==> src/rtl/clk_div_rst_gen.sv <==
// rtl/clk_div_rst_gen.sv - staggered reset sequencer with per-channel programmable clock dividers
module clk_div_rst_gen #(
    parameter int CH_NUM   = 4,
    parameter int DIV_W    = 8,
    parameter int DIV_INIT = 1,
    parameter int RST_DLY  = 20,
    parameter int STG_DLY  = 4
) (
    input  logic                    CLK,
    input  logic                    RST,
    input  logic                    EN,
    input  logic [CH_NUM*DIV_W-1:0] DIV_CFG,
    input  logic                    CFG_LD,
    output logic [CH_NUM-1:0]       CLK_EN_O,
    output logic [CH_NUM-1:0]       CLK_DIV_O,
    output logic [CH_NUM-1:0]       RSTN_O,
    output logic                    READY
);

    localparam int DLY_MAX = (RST_DLY > STG_DLY) ? RST_DLY : STG_DLY;
    localparam int CNT_W   = $clog2(DLY_MAX + 1);
    localparam logic [CNT_W-1:0] HOLD_LAST = CNT_W'(RST_DLY - 1);
    localparam logic [CNT_W-1:0] STG_LAST  = CNT_W'(STG_DLY - 1);

    typedef enum logic [1:0] {
        IDLE    = 2'd0,
        HOLD    = 2'd1,
        STAGGER = 2'd2,
        RUN     = 2'd3
    } state_t;

    state_t             state;
    logic [CNT_W-1:0]   dly_cnt;
    logic [CH_NUM-1:0]  rstn_nxt;
    logic [DIV_W-1:0]   shadow [CH_NUM];
    logic [DIV_W-1:0]   cnt    [CH_NUM];

    // Next release pattern; its top bit set means this release is the last one.
    assign rstn_nxt = (RSTN_O << 1) | CH_NUM'(1);

    always_ff @(posedge CLK or posedge RST) begin
        if (RST) begin
            state   <= IDLE;
            dly_cnt <= '0;
            RSTN_O  <= '0;
            READY   <= 1'b0;
        end else if (!EN) begin
            state   <= IDLE;
            dly_cnt <= '0;
            RSTN_O  <= '0;
            READY   <= 1'b0;
        end else begin
            case (state)
                IDLE: begin
                    state   <= HOLD;
                    dly_cnt <= '0;
                end
                HOLD: begin
                    if (dly_cnt == HOLD_LAST) begin
                        dly_cnt <= '0;
                        RSTN_O  <= rstn_nxt;
                        READY   <= rstn_nxt[CH_NUM-1];
                        state   <= rstn_nxt[CH_NUM-1] ? RUN : STAGGER;
                    end else begin
                        dly_cnt <= dly_cnt + 1'b1;
                    end
                end
                STAGGER: begin
                    if (dly_cnt == STG_LAST) begin
                        dly_cnt <= '0;
                        RSTN_O  <= rstn_nxt;
                        if (rstn_nxt[CH_NUM-1]) begin
                            READY <= 1'b1;
                            state <= RUN;
                        end
                    end else begin
                        dly_cnt <= dly_cnt + 1'b1;
                    end
                end
                RUN: begin
                    READY <= 1'b1;
                end
                default: begin
                    state <= IDLE;
                end
            endcase
        end
    end

    // A load re-phases every channel and takes priority over a coincident tick.
    always_ff @(posedge CLK or posedge RST) begin
        if (RST) begin
            for (int i = 0; i < CH_NUM; i++) begin
                shadow[i]    <= DIV_W'(DIV_INIT);
                cnt[i]       <= '0;
                CLK_EN_O[i]  <= 1'b0;
                CLK_DIV_O[i] <= 1'b0;
            end
        end else begin
            for (int i = 0; i < CH_NUM; i++) begin
                if (CFG_LD) begin
                    shadow[i] <= DIV_CFG[i*DIV_W +: DIV_W];
                end
                if (!EN || state == IDLE || CFG_LD) begin
                    cnt[i]       <= '0;
                    CLK_EN_O[i]  <= 1'b0;
                    CLK_DIV_O[i] <= 1'b0;
                end else if (cnt[i] == shadow[i]) begin
                    cnt[i]       <= '0;
                    CLK_EN_O[i]  <= 1'b1;
                    CLK_DIV_O[i] <= ~CLK_DIV_O[i];
                end else begin
                    cnt[i]       <= cnt[i] + 1'b1;
                    CLK_EN_O[i]  <= 1'b0;
                end
            end
        end
    end

endmodule

==> config.mk <==
export PLATFORM = sky130hd
export DESIGN_NAME = clk_div_rst_gen
export DESIGN_NICKNAME = d
export VERILOG_FILES = /design/src/rtl/clk_div_rst_gen.sv
export SDC_FILE = /design/constraint.sdc
export NUM_CORES = 1
export LEC_CHECK = 0
export CAP_MARGIN = 30
export CORE_AREA = 2 2 87 89
export DETAILED_ROUTE_END_ITERATION = 10
export DIE_AREA = 0 0 89 91
export DONT_BUFFER_PORTS = 1
export PLACE_DENSITY = 0.8
export SYNTH_ARGS = -nofsm -noshare
export SYNTH_HDL_FRONTEND = slang
export SYNTH_SLANG_ARGS = --single-unit
==> constraint.sdc <==
create_clock -name CLK -period 3.1 [get_ports CLK]
set_clock_uncertainty 0.2 [all_clocks]
set_input_delay 0.93 -clock CLK [delete_from_list [all_inputs] [get_ports CLK]]
set_output_delay 0.93 -clock CLK [all_outputs]
set_load 0.05 [all_outputs]
==> summary.md <==
| Metric | Value |
|---|---|
| Tmin final | between 2 and 2.5 ns |
| Setup TNS | 0 ns |
| Drt total wl | between 6 and 7 mm |
| Register Area | 2110 um^2 |
| Largest cells by area after synthesis | dfrtp_1, mux2_2, xnor2_1 |
| Layout cells sized above 1 | 17.5% |
| FFs w/ async S/R, synth | between 90% and 100% |
| Post-synth EDFFs | 0 |
| XOR/XNOR Fraction of Synth Area | about an eighth |
| R2r startpoint | state[0] |
| CTS root buffer | clkbuf_8 |
| Endpoints failing hold | 0 |
| Fill count | between 500 and 600 |
| Status | finished, final reports clean |
| Cts-stage hold buffer count | 0 |
| CP endpoint kind | output port |
| Final Cycle Share | 71.7% |
| Grt total ovfl | 0 |
| Util after Layout | about three fifths |
| Post-synthesis compound-gate area fraction | 3.47% |
| Post-Syn Nets | 382 |
| Area growth from synthesis to layout | 7.35% |
| Arrival time of the worst setup path | 1.09 ns |
| Initial antenna violation count | 0 |
| H-tree depth | 3 |
| Post-synthesis register bit count | 84 |
| Yosys Warn Count | 0 |
| Unrepaired setup endpoints after global routing | no |
| Clk buf depth | 2 |
| Max-cap violations | 0 |
| Leakage Power | roughly 1.7 nW |
| I/O Pins | a little under 50 |
| Share of the synthesized area in the top cell type | 50.5% |
| Post-CTS Setup Inserts | 0 |
| Count of cell types in the netlist | between 40 and 50 |
| DRT Pass-1 Iters | 4 |
| Simple-gate area share of the yosys netlist | ~15% |
| Critical Path Source Type | flip-flop |
| Hold Path Class | reg -> reg |
| Die Width | 89 um |
| Synthesized cell area | 3970 um^2 |
| Total CTS buffers | 9 |
| Vias in the first global route | around 2400 |
| Crit Path Category | reg -> out |
| DR WL/cell | 15.4 um |
| Relative slew slack | 59.3% |
| Final setup viols | 0 |
| Worst slew pin tran | 0.610 ns |
| Detailed placer's ending HPWL | 4.89 mm |
| Starting Density | roughly 56% |
| Hold_sp | dly_cnt[0] |
| CP max FO | 6 |
| Setup crit start | RSTN_O[2] |
| Sequential share of the synthesized area | approximately 53% |
| P per Cell Area | roughly 570 nW/um^2 |
| Via density | 5.44 |
| Vert. Die Dim | 91 um |
| Syn Inst Count | 337 |
| Final nets | 388 |
| # port buffers | 0 |
| Post-synth top area cell | dfrtp_1 |
| Final Slew Violations | 0 |
| Largest net degree at the start of global routing | 85 |
| Post-route DRC | 0 |
| Max Freq | 0.450 GHz |
| Global Route Usage Sum | 18.9% |
| CTS tree | built |
| CTS Sinks | 84 |
| Num rows | 31 |
| Clock-pin slew on the worst setup and hold paths | about 0.09 ns |
| Peak supply drop | 0.306 mV |
| CP required | about 2 ns |
| # diodes | 0 |
| Main combinational cell family by area after synthesis | simple AND/OR/NAND/NOR gates |
| First-pass GRT wire length | 11.8 mm |
| Multi-input logic area | 1790 um^2 |
| Mean Syn Cell Area | 11.8 um^2 |
| Post_cts resized | 0 |
| Gp weighted congestion | ~0.82 |
| Mux share of post-synthesis cell area | between 10% and 20% |
| Clock Latency Late Sink | around 0.35 ns |
| Core ar. | 7140 um^2 |
| Die area | 8100 um^2 |
| DR iter-0 viols | 62 |
| Synth Area in Adders | 2.84% |
| DRT antenna net count | 0 |
| Commonest register cell after synthesis | dfrtp_1 |
| DR vias | between 2000 and 2500 |
==> per-layer routing <==
layer / track usage, % / up-vias / part of all wire [%]
li1: - / 1169 / -
met4: 6.72 / 0 / 1.5
met5: 0 / - / 0
met3: 5.18 / 8 / 5.1
met1: 26.7 / 1200 / 45
met2: 28.2 / 56 / 48
==> logic make-up (layout without fill, tap and decap cells) <==
group | Yosys count | in the layout
fa+ha+maj | 9 | 9
compound gates | 22 | 22
flops | 84 | 84
mux | 38 | 38
xor+xnor | 58 | 58
simple gates | 113 | 113
buf+inv | 13 | 24
==> layout make-up <==
cell class	instances	share of cell area, %
clock inverters	4	1.18
multi-input cells	240	42.1
repair buffers	1	0.470
well taps	99	2.91
inverters	7	0.705
flip-flops and latches	84	49.5
clock buffers	12	3.17
==> where the power goes <==
group	leakage, nW	switching (W)	internal, W	total [W]
sequential	1.09	0.000110	0.00117	0.00128
combinational	0.566	0.000214	0.000178	0.000392
clock	0.0866	0.000372	0.000372	0.000744
total	1.74	0.000695	0.00172	0.00242
==> registers in the layout, summed over array words and instances, names as in the netlist <==
signal,cells
dly_cnt,5
CLK_EN_O,4
shadow,32
cnt,32
RSTN_O,4
READY,1
CLK_DIV_O,4
state,2
==> synth_stat cells, types with 6 or more instances <==
| library cell | number |
|---|---|
| xor2_1 | 22 |
| mux2_2 | 32 |
| o21ai_1 | 7 |
| nand2_1 | 16 |
| and3_1 | 8 |
| ha_1 | 9 |
| dfrtp_1 | 80 |
| nand3_1 | 23 |
| xnor2_1 | 36 |
| nor2_1 | 36 |
| inv_1 | 7 |
| nand4_1 | 8 |
| mux2i_1 | 6 |
==> path summary, 6_finish.rpt <==
check                      depth (start not counted)  slack, ns          to
max                                                0       0.88   RSTN_O[2]
min reg2reg                                        1       0.32  dly_cnt[0]
min in group asynchronous                          2       0.36       READY
max reg2reg                                        6       0.98  dly_cnt[2]
min                                                1       0.32  dly_cnt[0]
max in group asynchronous                          2       1.97   shadow[8]
==> cell usage in the layout, fill, tap and decap left out, types with 7 or more instances in the layout <==
| cell type | synthesis | layout |
|---|---|---|
| dfrtp_1 | 80 | 80 |
| nor2_1 | 36 | 36 |
| xnor2_1 | 36 | 36 |
| mux2_2 | 32 | 32 |
| nand3_1 | 23 | 23 |
| xor2_1 | 22 | 22 |
| nand2_1 | 16 | 16 |
| ha_1 | 9 | 9 |
| clkbuf_8 | 0 | 9 |
| nand4_1 | 8 | 8 |
| and3_1 | 8 | 8 |
| o21ai_1 | 7 | 7 |
==> through the flow <==
stage	area, um^2	power (W)	hold WS [ns]	setup slack [ns]	std cells
global placement	4070	0.00168	0.297	0.963	431
CTS	4260	0.00243	0.320	0.864	447
detailed placement	4070	0.00170	0.308	0.953	431
floorplan	3970	0.00162	0.274	0.934	337
global route	4260	0.00254	0.341	0.835	447
finish	4260	0.00242	0.324	0.877	447
Note: power is estimated with default switching activity, not from simulation.
==> variant: new RTL, same flow settings <==
Add an input register stage for `DIV_CFG`; this delays it by one clock. The other inputs are not delayed to match.
--- a/src/rtl/clk_div_rst_gen.sv
+++ b/src/rtl/clk_div_rst_gen.sv
@@ -30,2 +30,8 @@
     } state_t;
+
+    logic [CH_NUM*DIV_W-1:0] DIV_CFG_q;
+
+    always_ff @(posedge CLK) begin
+        DIV_CFG_q <= DIV_CFG;
+    end
 
@@ -101,3 +107,3 @@
                 if (CFG_LD) begin
-                    shadow[i] <= DIV_CFG[i*DIV_W +: DIV_W];
+                    shadow[i] <= DIV_CFG_q[i*DIV_W +: DIV_W];
                 end
Function: changed (a bounded check fails within 4 cycles, from zero or initial values and one cycle with RST high).
==> variant against the unedited design <==
First-iteration DRC count increased by 140%. Maximum frequency decreased by 6.5%. Sequential power increased by 33%. Synthesized area increased by 17%. Cell count increased by 13%. Worst setup slack got worse by 0.15 ns. Final area increased by 25%. Die area unchanged. Routed wire length increased by 22%. Count of clock-buffer cells in the layout increased by 9. Non-clock buffer count increased by 2. Sequential cell count increased by 32. Power increased by 67%. Largest power group is now clock.
==> variant: results (changes against the unedited design) <==
Clock Network Area Fraction=11.2% (+6.9 points); net switching fraction of the power=24.7% (-4.0 points); Iter 0 DRT Violations=151 (+140%); P_leak=2.25 nW (+29%); r2r setup slk=0.89 ns (-0.09 ns); Synth cell types=44 (+7.3%); M3 GR Usage=9.00% (+3.8 points); gpl congestion=0.819 (+0.40%); clk sink count=116 (+38%); placed cells=471 (+9.3%); worst hold path class=in2async; met3 WL=420 µm (+19%); Met2 Routed Length=4420 µm (+33%); status=complete, no violations; Async S/R FF share, synth=72.4% (-28 points); wl on met1=3410 µm (+10%); Clk pin slew, worst setup/hold paths=0.06 ns (-0.03 ns); signal buffers share of area=0.657% (+0.19 points); WHS=0.103 ns (-0.222 ns); Synth area leaders=dfrtp_1, dfxtp_1, mux2_2; sequential fraction of total cell area=51.5% (+2.1 points); crit path max fanout=7 (+1); GR met2 Demand/Resource=38.4% (+10 points); Post-DP Area=4730 µm² (+16%); Num CTS Buffers=17 (+8); relative slew slack=57.4% (-1.9 points); syn nets=423 (+11%)
variant: logic make-up (layout without fill, tap and decap cells):
| logic type | Yosys count | count (layout) | share of synthesized area [%] |
|---|---|---|---|
| AO/OA/AOI/OAI | 31 | 31 | 4.11 |
| XOR/XNOR | 56 | 56 | 10.6 |
| adder cells (fa/ha/maj) | 9 | 9 | 2.43 |
| buffers and inverters | 20 | 46 | 2.11 |
| flip-flops | 116 | 116 | 59.4 |
| multiplexers | 37 | 37 | 8.87 |
| AND/OR/NAND/NOR | 109 | 109 | 12.5 |
variant: stage by stage:
step	setup slack [ns]	power [mW]
final	0.723	4.04
after global routing	0.673	4.20
after global placement	0.975	2.08
after CTS	0.695	4.07
after detailed placement	0.937	2.10
after floorplan	0.932	2.02
variant: power groups by stage:
stage	sequential (mW)	combinational [mW]	clock, mW
2_1_floorplan	1.70	0.319	0
3_3_place_gp	1.72	0.361	0
3_5_place_dp	1.72	0.380	0
4_1_cts	1.70	0.389	1.98
5_1_grt	1.71	0.436	2.05
6_report	1.70	0.387	1.96
